[src/rtl/accelbrot_com_pkg.sv]
// accelbrot_com_pkg: shared types and limits for the accelbrot host-communication blocks.
package accelbrot_com_pkg;

    localparam int ARB_MAX_REQ = 16;

    typedef enum logic [0:0] {
        ARB_IDLE = 1'b0,
        ARB_LOCK = 1'b1
    } arb_state_t;

endpackage

[src/rtl/accelbrot_com_rr_pick.sv]
// accelbrot_com_rr_pick: rotating-priority picker, first request found searching from ptr_i+1.
module accelbrot_com_rr_pick #(
    parameter int NUM_REQ = 4,
    localparam int ID_WIDTH = $clog2(NUM_REQ)
) (
    input  logic [NUM_REQ-1:0]  req_i,
    input  logic [ID_WIDTH-1:0] ptr_i,
    output logic [ID_WIDTH-1:0] grant_o,
    output logic                grant_vld_o
);

    logic [ID_WIDTH-1:0] idx;

    // Walk from the farthest candidate back to ptr_i+1 so the nearest hit wins.
    always_comb begin
        grant_o = '0;
        idx     = '0;
        for (int k = NUM_REQ; k >= 1; k--) begin
            idx = ID_WIDTH'((int'(ptr_i) + k) % NUM_REQ);
            if (req_i[idx]) grant_o = idx;
        end
        grant_vld_o = |req_i;
    end

endmodule

[src/rtl/accelbrot_com_axi_arbiter.sv]
// accelbrot_com_axi_arbiter: round-robin merge of NUM_REQ valid/ready streams into one registered beat tagged with its source.
// Define ACCELBROT_ARB_PKT_LOCK_EN to hold the grant until a packet's last beat (no interleaving).
module accelbrot_com_axi_arbiter
    import accelbrot_com_pkg::*;
#(
    parameter int NUM_REQ    = 4,
    parameter int DATA_WIDTH = 32,
    localparam int ID_WIDTH  = $clog2(NUM_REQ)
) (
    input  logic                          clk,
    input  logic                          rstn,
    input  logic [NUM_REQ*DATA_WIDTH-1:0] req_data,
    input  logic [NUM_REQ-1:0]            req_valid,
    input  logic [NUM_REQ-1:0]            req_last,
    output logic [NUM_REQ-1:0]            req_ready,
    output logic [DATA_WIDTH-1:0]         out_data,
    output logic [ID_WIDTH-1:0]           out_id,
    output logic                          out_last,
    output logic                          out_valid,
    input  logic                          out_ready
);

    if (NUM_REQ < 2 || NUM_REQ > ARB_MAX_REQ) begin : g_bad_num_req
        $error("accelbrot_com_axi_arbiter: NUM_REQ must be in 2..%0d", ARB_MAX_REQ);
    end

    logic                  shift_en, grant_vld, pick_vld, accept;
    logic [ID_WIDTH-1:0]   grant, pick, ptr_q, ptr_d;
    logic [DATA_WIDTH-1:0] data_arr [NUM_REQ];
    logic [DATA_WIDTH-1:0] out_data_q;
    logic [ID_WIDTH-1:0]   out_id_q;
    logic                  out_last_q, out_valid_q;

    for (genvar i = 0; i < NUM_REQ; i++) begin : g_req
        assign data_arr[i]  = req_data[i*DATA_WIDTH +: DATA_WIDTH];
        assign req_ready[i] = rstn & shift_en & grant_vld & (grant == ID_WIDTH'(i));
    end

    accelbrot_com_rr_pick #(.NUM_REQ(NUM_REQ)) u_pick (
        .req_i       (req_valid),
        .ptr_i       (ptr_q),
        .grant_o     (pick),
        .grant_vld_o (pick_vld)
    );

    assign shift_en = out_ready | ~out_valid_q;
    assign accept   = rstn & shift_en & grant_vld;

    // Pointer starts at the top index so requester 0 is searched first after reset.
    always_ff @(posedge clk or negedge rstn) begin
        if (!rstn) ptr_q <= ID_WIDTH'(NUM_REQ - 1);
        else       ptr_q <= ptr_d;
    end

`ifdef ACCELBROT_ARB_PKT_LOCK_EN
    arb_state_t          state_q, state_d;
    logic [ID_WIDTH-1:0] lock_id_q, lock_id_d;

    always_ff @(posedge clk or negedge rstn) begin
        if (!rstn) begin
            state_q   <= ARB_IDLE;
            lock_id_q <= '0;
        end else begin
            state_q   <= state_d;
            lock_id_q <= lock_id_d;
        end
    end

    // The pointer only advances on packet boundaries, so round-robin is fair per packet.
    always_comb begin
        state_d   = state_q;
        lock_id_d = lock_id_q;
        ptr_d     = ptr_q;
        if (accept) begin
            if (req_last[grant]) begin
                state_d = ARB_IDLE;
                ptr_d   = grant;
            end else if (state_q == ARB_IDLE) begin
                state_d   = ARB_LOCK;
                lock_id_d = grant;
            end
        end
    end

    always_comb begin
        grant     = state_q == ARB_LOCK ? lock_id_q : pick;
        grant_vld = state_q == ARB_LOCK ? req_valid[lock_id_q] : pick_vld;
    end
`else
    assign ptr_d     = accept ? grant : ptr_q;
    assign grant     = pick;
    assign grant_vld = pick_vld;
`endif

    always_ff @(posedge clk or negedge rstn) begin
        if (!rstn) begin
            out_valid_q <= 1'b0;
            out_last_q  <= 1'b0;
            out_data_q  <= '0;
            out_id_q    <= '0;
        end else if (shift_en) begin
            out_valid_q <= accept;
            if (accept) begin
                out_data_q <= data_arr[grant];
                out_last_q <= req_last[grant];
                out_id_q   <= grant;
            end
        end
    end

    assign out_data  = out_data_q;
    assign out_id    = out_id_q;
    assign out_last  = out_last_q;
    assign out_valid = out_valid_q;

endmodule

[config.mk]
export PLATFORM = sky130hd
export DESIGN_NAME = accelbrot_com_axi_arbiter
export DESIGN_NICKNAME = d
export VERILOG_FILES = /design/src/rtl/accelbrot_com_pkg.sv /design/src/rtl/accelbrot_com_rr_pick.sv /design/src/rtl/accelbrot_com_axi_arbiter.sv
export SDC_FILE = /design/constraint.sdc
export NUM_CORES = 1
export LEC_CHECK = 0
export ABC_AREA = 1
export CAP_MARGIN = 10
export CELL_PAD_IN_SITES_DETAIL_PLACEMENT = 0
export CELL_PAD_IN_SITES_GLOBAL_PLACEMENT = 2
export CORE_UTILIZATION = 19
export CTS_CLUSTER_DIAMETER = 150
export DETAILED_ROUTE_END_ITERATION = 16
export PLACE_DENSITY_LB_ADDON = 0.12
export RECOVER_POWER = 50
export SLEW_MARGIN = 20
export SYNTH_ARGS = -nofsm -noshare
export SYNTH_HDL_FRONTEND = slang
export SYNTH_SLANG_ARGS = --single-unit
[constraint.sdc]
create_clock -name clk -period 2.4 [get_ports clk]
set_clock_uncertainty 0.15 [all_clocks]
set_input_delay 0.48 -clock clk [delete_from_list [all_inputs] [get_ports clk]]
set_output_delay 0.48 -clock clk [all_outputs]
set_load 0.02 [all_outputs]
# Word level (Yosys, flattened, before mapping)

Cells that the tools add are included.

Equal/unequal tests: 3
Magnitude comparators: 6
Reduce and logical (&&, ||, !) cells: 3
Bitwise logic cells: 9
Mux-type cells: 17
Add/subtract/negate cells: 4

Operators by type and width:

| kind                                                                          | number |
|---|---|
| 32-bit binary-select mux with 2-bit select                                    | 1 |
| 32-bit 2-to-1 mux                                                             | 2 |
| 2-bit by 3-bit less-than comparator with 1-bit output (second input constant) | 5 |
| 1-bit binary-select mux with 2-bit select                                     | 5 |
| 2-bit 2-to-1 mux                                                              | 4 |
| 1-bit bitwise AND                                                             | 6 |
| 1-bit 2-to-1 mux                                                              | 5 |
| 2-bit by 1-bit adder with 2-bit output (second input constant)                | 2 |
| 2-bit adder (second input constant)                                           | 2 |
| 2-bit == test (second input constant)                                         | 2 |
| 4-bit OR reduction                                                            | 1 |
| 3-bit >= comparator (second input constant)                                   | 1 |
| 2-bit inverter with 3-bit output                                              | 1 |
| 2-bit by 1-bit == test with 1-bit output (second input constant)              | 1 |
| 2-bit zero test                                                               | 1 |
| 2-bit AND reduction                                                           | 1 |
| 1-bit inverter                                                                | 1 |
| 1-bit bitwise OR                                                              | 1 |

Input port bits: 139
Flip-flop bits (word level): 38

# Logic depth before layout (Yosys ltp)

Gate-level depths: netlist (run 1).

Word-level depth: 11
Gate-level depth with buffers: 17

# Hierarchy

Synthesis (run 1) repeated with hierarchy kept, for this count alone.

Cells, all modules: 603
Area total of the unflattened synthesis: 3303.2 sq um

Modules (own cells, without submodules):

| module                    | cells each | area each (sq um) | instances | sequential area each (sq um) |
|---|---|---|---|---|
| accelbrot_com_axi_arbiter | 552        | 3036.7            | 1         | 953.4 |
| accelbrot_com_rr_pick     | 51         | 266.5             | 1         | 0.0 |

# Least setup slack after synthesis (run 1)

OpenSTA, ideal clock, no wires.

Kind: register -> output
From: register ptr_q[0]
To: output req_ready[0]
Cell stages (with the launch flop): 14
Arrival: 1.937 ns
Required time: 1.770 ns
Path slack: -0.167 ns
Buffers on the path: 3
Cell sequence: dfstp_2 buf_6 inv_6 nand2_2 nand2_2 nand2_2 nand2_1 inv_2 nand2_1 nand2_2 nand2_2 buf_6 buf_4 nor3_1

Cells in the longest elaborated chain, start to end: 9

RTL lines:

| element                                   | RTL line                        | source |
|---|---|---|
| start, declared                           | accelbrot_com_axi_arbiter.sv:28 | `logic [ID_WIDTH-1:0] grant, pick, ptr_q, ptr_d;` |
| start signal, assigned                    | accelbrot_com_axi_arbiter.sv:51 | `if (!rstn) ptr_q <= ID_WIDTH'(NUM_REQ - 1);` |
| start signal, assigned                    | accelbrot_com_axi_arbiter.sv:52 | `else ptr_q <= ptr_d;` |
| 2-bit by 1-bit adder with 2-bit output    | accelbrot_com_rr_pick.sv:19     | `idx = ID_WIDTH'((int'(ptr_i) + k) % NUM_REQ);` |
| 1-bit binary-select mux with 2-bit select | accelbrot_com_rr_pick.sv:20     | `if (req_i[idx]) grant_o = idx;` |
| 1-bit 2-to-1 mux (not written as such)    | accelbrot_com_rr_pick.sv:20     |  |
| 2-bit 2-to-1 mux (3 in series)            | accelbrot_com_rr_pick.sv:20     |  |
| 2-bit 2-to-1 mux (*)                      | accelbrot_com_rr_pick.sv:20     |  |
| 2-bit zero test (*)                       | accelbrot_com_axi_arbiter.sv:36 | `assign req_ready[i] = rstn & shift_en & grant_vld & (grant == ID_WIDTH'(i));` |
| 1-bit bitwise AND (*)                     | accelbrot_com_axi_arbiter.sv:36 |  |
| end, declared                             | accelbrot_com_axi_arbiter.sv:15 | `output logic [NUM_REQ-1:0] req_ready,` |

Every way passes the cells marked *; elsewhere a longest branch is shown, timed or not. The select of a mux whose other input is x is not followed.

# Worst setup path in the final report (run 1)

From: register ptr_q[0]
To: output req_ready[1]

Cells in the longest elaborated chain, start to end: 9

RTL lines:

| element                                      | RTL line |
|---|---|
| 2-bit by 1-bit adder with 2-bit output       | accelbrot_com_rr_pick.sv:19 |
| 1-bit binary-select mux with 2-bit select    | accelbrot_com_rr_pick.sv:20 |
| 1-bit 2-to-1 mux (not written as such)       | accelbrot_com_rr_pick.sv:20 |
| 2-bit 2-to-1 mux (3 in series)               | accelbrot_com_rr_pick.sv:20 |
| 2-bit 2-to-1 mux (*)                         | accelbrot_com_rr_pick.sv:20 |
| 2-bit by 1-bit == test with 1-bit output (*) | accelbrot_com_axi_arbiter.sv:36 |
| 1-bit bitwise AND (*)                        | accelbrot_com_axi_arbiter.sv:36 |

Marks and branches as above.

==> flow_summary.yaml, run 1 <==
run_status:
  status: "finished, violations left"
  violations: "negative setup slack"
timing:
  setup_ws_ps: -192.6
  hold_violations: 0
  setup_viol: 28
  rsz0062_at_grt: "yes"
  min_period_ps: 2593
  fin_hold_ws_ps: 327.5
  fmax_mhz: 385.7
  relSlewSlack_pct: 23.44
  slew_violations: 0
  tightest_slew_ps: 1148
  period_share_pct: 108.0
  tns_ps: -1561
clocking:
  cts_buffers: 5
  cts.sinks: 38
  cts_tree: "built"
  clock_latency_ps: 290
  clk_pin_slew_ps: 60
  clockBufferDepth: 2
  htreeDepth: 2
  cts.root.buffer_cell: "clkbuf_16"
layout:
  syn_to_final_growth_pct: 80.54
  fillers: 1806
  n_antenna_cell: 0
  drive_gt1_share_pct: 15.20
  fin_nets: 875
drt:
  drc: 0
  drtAntennaViolNets: 0
  dr.pass1.iters: 4
  wire_per_inst_um: 15.16
  drt_iter0_drc: 123
  wl_um: 14510
  vias_per_cell: 4.218
  vias: 4037
floorplanning:
  die_w_um: 133.1
  die_area_sq_um: 17720
  num_rows: 47
  core_sq_um: 16700
  io_pins: 179
  start_util_pct: 19.55
  dieHeight_um: 133.1
critical_path:
  path_class: "flip-flop to output port"
  cp_slowest_stage_delay_ps: 630
  critPathMaxFanout: 5
  crit_chain: "buf_12 -> nand2_4 -> o21ai_4 -> nand2_2 -> nand2_2 -> inv_2 -> nand2_2 -> nand2_4 -> nand2_8 -> nand2_2 -> nor2_2 -> buf_6"
  slowest_stage: "dfstp_2"
  arrival_ps: 1960
  critical_path_required_ps: 1770
  r2r-start: "ptr_q[0]"
  cpMostUsedCell: "nand2_2"
  path_buf_inv: 3
  critPathLaunch: "ptr_q[0]"
  cp-start-kind: "flip-flop"
  critPathTopFamily: "simple AND/OR/NAND/NOR gates"
  crit_path_end_kind: "output port"
synthesis:
  syn_area_sq_um: 3266
  synth_seq_cells: 38
  syn-num-nets: 677
  ys_seq_area_share_pct: 29.20
  synth.avg_cell_area_sq_um: 6.070
  yosys_warnings: 0
  ys_types: 23
  syn_inst: 538
pwr:
  p_per_area_nw_per_um2: 1432
  p_leak_nw: 3.004
  irDropWorstVdd_mv: 0.8654
  total_power_w: 0.008440
global_routing:
  grt_pass1_wl_um: 21720
  grt_antenna_before_repair: 0
  grt_pass1_vias: 4091
  grt_start_max_net_pins: 39
  track_usage_pct: 15.95
  grt-ovfl-total: 0
placement:
  port_buffers: 178
  dp_hpwl_um: 9972
  gp_congestion: 0.8054
min_path:
  holdCritStartpoint: "out_data[20]"
  hp-class: "flip-flop to flip-flop"
run:
  cap_violations: 0
[synth_stat cells (all sizes together)]
master	n	area, sq um
a21oi	2	10.01
buf	29	235.2
clkbuf	4	15.01
dfrtp	36	900.9
dfstp	2	52.55
inv	114	432.9
nand2	196	783.3
nand3	114	575.6
nand3b	12	90.09
nand4	13	81.33
nor2	6	32.53
nor3	1	5.000
o21ai	4	20.01
or2	5	31.28
[per-layer routing]
layer	share of wire, %	global-route usage [%]
met1	47	20.64
met2	45	25.74
met3	7.0	4.756
met4	1.3	4.293
met5	0	0
[path summary, 6_finish.rpt]
check                                to  slack [ps]  depth (start not counted)
min reg2reg                out_data[20]         330                          2
max reg2reg                 out_data[4]         -80                         17
max in group asynchronous     out_valid         770                          2
min                        out_data[20]         330                          2
max                        req_ready[1]        -190                         12
min in group asynchronous  out_data[27]         630                          2
[kinds of logic after synthesis]
kind of cell	synth area share [%]
AOI/OAI and AO/OA	0.9193
DFF	29.20
and+or+nand+nor	48.97
buffers and inverters	20.92
[metrics by stage]
step	area (sq um)	utilization (%)	instances	setup slack [ps]
after floorplan	3273	-	538	2.461
after CTS	5634	33.74	947	-206.8
after global placement	5275	31.59	928	-777.1
final	5896	35.30	957	-192.6
after detailed placement	5275	31.59	928	-799.7
after global routing	5896	35.30	957	-284.7
[final cells by class]
| type | instances | area (sq um) | area share [%] |
|---|---|---|---|
| sequential | 38 | 953.4 | 16.17 |
| clock buffer | 8 | 146.4 | 2.483 |
| timing repair buffer | 224 | 2288 | 38.82 |
| tap | 220 | 275.3 | 4.669 |
| multi-input combinational | 353 | 1797 | 30.48 |
| inverter | 114 | 435.4 | 7.385 |
[cells in the final DEF, fill, tap and decap left out, types with 2 or more instances in the layout]
| cell | Yosys | routed |
|---|---|---|
| nand2_2 | 19 | 28 |
| nand3_2 | 1 | 7 |
| buf_6 | 10 | 7 |
| or2_1 | 5 | 5 |
| buf_4 | 11 | 30 |
| clkbuf_1 | 4 | 3 |
| nand4_1 | 13 | 13 |
| dfstp_2 | 2 | 2 |
| clkdlybuf4s50_1 | 0 | 169 |
| buf_12 | 0 | 7 |
| nand3_4 | 0 | 2 |
| nand3b_1 | 12 | 12 |
| inv_2 | 3 | 3 |
| dlygate4sd2_1 | 0 | 3 |
| buf_8 | 0 | 2 |
| nor2_2 | 1 | 2 |
| nor2_4 | 1 | 3 |
| nand3_1 | 113 | 105 |
| nand2_1 | 177 | 164 |
| nand2_4 | 0 | 3 |
| o21ai_0 | 3 | 3 |
| dfrtp_1 | 36 | 36 |
| inv_1 | 110 | 109 |
| clkbuf_16 | 0 | 8 |
[flip-flops by register name, indices dropped and copies added, names as in the netlist]
signal and cells:
out_id 2, out_data 32, out_valid 1, out_last 1, ptr_q 2
[power breakdown]
group          internal, W  leakage, nW  switching, W  total (W)
registers         0.000966        0.465      0.000187    0.00115
logic              0.00296         2.47       0.00363    0.00659
clock network     0.000416       0.0712      0.000286   0.000702
[what timing repair did]
item,CTS,global route
setup endpoints to repair,16,37
resized for setup,56,23
hold buffers,0,0
pin swaps,14,14
gates cloned,0,4
buffers inserted,11,7
[worst min-delay path: cells and delay by family, from the launching register on]
family	cells	cell delay, ps
flip-flops	1	340
AND/OR/NAND/NOR	2	110
Note: power is estimated with default switching activity, not from simulation.
==> run 2, diff against run 1 <==
Settings changed: CORE_MARGIN from default to 2.
==> flow_summary.yaml, run 2 (same netlist as run 1, synthesis figures left out) <==
drt:
  vias_per_cell: 4.233
  drtAntennaViolNets: 0
  dr.pass1.iters: 4
  wl_um: 14720
  vias: 4009
  drt_iter0_drc: 199
  drc: 0
  wire_per_inst_um: 15.55
clocking:
  htreeDepth: 2
  cts.sinks: 38
  cts_tree: "built"
  clock_latency_ps: 290
  clk_pin_slew_ps: 60
  cts_buffers: 5
  clockBufferDepth: 2
  cts.root.buffer_cell: "clkbuf_16"
  holdBufCountCts: 0
critical_path:
  critical_path_required_ps: 1770
  critPathMaxFanout: 6
  cp-start-kind: "flip-flop"
  crit_path_end_kind: "output port"
  path_class: "flip-flop to output port"
  arrival_ps: 1960
layout:
  drive_gt1_share_pct: 14.31
  mostFrequentLayoutCell: "clkdlybuf4s50_1"
  fin_cells: 947
  final_cell_mix: "clkdlybuf4s50_1, nand2_1, nand3_1, inv_1, dfrtp_1"
  fin_area_sq_um: 5796
  fin_nets: 865
  largest_reg_flops: 32
  syn_to_final_growth_pct: 77.47
  n_antenna_cell: 0
global_routing:
  grt_start_max_net_pins: 39
  grt_pass1_vias: 4181
  met2_usage_pct: 25.78
  grt-busiest-layer: "met2"
  grt-ovfl-total: 0
  grt_antenna_before_repair: 1
  track_usage_pct: 15.71
  grt_pass1_wl_um: 22190
  grt_util_met3_pct: 5.143
  met1_usage_pct: 20.22
timing:
  tightest_slew_ps: 1164
  min_period_ps: 2592
  relSlewSlack_pct: 22.42
  tns_ps: -689.5
  rsz0062_at_grt: "yes"
  hold_violations: 0
  setup_ws_ps: -191.8
  slew_violations: 0
  period_share_pct: 108.0
  fmax_mhz: 385.8
  setup_viol: 4
placement:
  pre_cts_ws_ps: -794.1
  gp_congestion: 0.7667
  place_area_sq_um: 5268
  dp_hpwl_um: 10230
  place_inst: 927
  port_buffers: 178
pwr:
  irDropWorstVdd_mv: 0.8907
  p_leak_nw: 2.973
  total_power_w: 0.008045
  p_per_area_nw_per_um2: 1388
run_status:
  violations: "negative setup slack"
  status: "finished, violations left"
floorplanning:
  dieHeight_um: 135.1
  io_pins: 179
  num_rows: 47
  start_util_pct: 19.55
  die_w_um: 135.1
  core_sq_um: 16700
  die_area_sq_um: 18250
run:
  cap_violations: 0
min_path:
  hp-class: "flip-flop to flip-flop"
## run 2: cell count changes in the layout (fill, tap and decap cells not counted), sizes merged
| cell | change |
|---|---|
| buf | -9 |
| clkbuf | -1 |
| clkdlybuf4s50 | -1 |
| dlygate4sd2 | -1 |
| dlygate4sd3 | +1 |
| dlymetal6s2s | +1 |
## run 2: final cells by class
cell class / count / area, sq um
fillers: 1815 / 10910
repair buffers: 214 / 2148
multi-input cells: 353 / 1837
flip-flops and latches: 38 / 953.4
inverters: 114 / 435.4
well taps: 220 / 275.3
clock buffers: 8 / 146.4
## run 2: where the power goes
part | internal [W] | total, W | switching, W
Combinational | 0.00256 | 0.00618 | 0.00363
Clock | 0.000416 | 0.000706 | 0.000290
Sequential | 0.000967 | 0.00116 | 0.000189
Total | 0.00394 | 0.00804 | 0.00410
## run 2: path summary, 6_finish.rpt
path | from | end | slack [ps] | cells past startpoint
worst min register to register | out_data[28] | out_data[28] | 320 | 2
worst min-delay path | out_data[28] | out_data[28] | 320 | 2
worst max-delay path | ptr_q[0] | req_ready[0] | -190 | 12
max in group asynchronous | rstn | out_data[0] | 800 | 2
min in group asynchronous | rstn | out_data[27] | 580 | 2
worst max register to register | ptr_q[0] | out_data[7] | 50 | 15
## run 2: timing repair
item | CTS | global route
pin swaps | 14 | 16
buffers inserted | 14 | 3
cloned | 0 | 3
setup endpoints to repair | 28 | 37
resized for setup | 57 | 32
## run 2: critical path, stage by stage (launching register included)
cell and delay (ps):
dfstp_2 630, inv_6 60, nand2_2 90, nand2_4 70, nand2_2 100, nand2_4 70, nor2_4 100, nand2_4 80
buf_6 120, nand2_4 60, inv_4 50, nor3_2 90, buf_4 160
## run 2: per-layer routing
metal  up-vias  part of all wire (%)
met3        12                   7.4
met2       127                    46
met5         -                 0.088
li1       2010                     -
met4         2                   1.1
met1      1858                    46
## run 2: through the flow
| step | util, % | hold slack [ps] |
|---|---|---|
| 2_1_floorplan | - | 34.41 |
| 3_3_place_gp | 31.54 | 315.0 |
| 3_5_place_dp | 31.54 | 313.9 |
| 4_1_cts | 33.66 | 266.8 |
| 5_1_grt | 34.70 | 349.4 |
| 6_report | 34.70 | 320.9 |
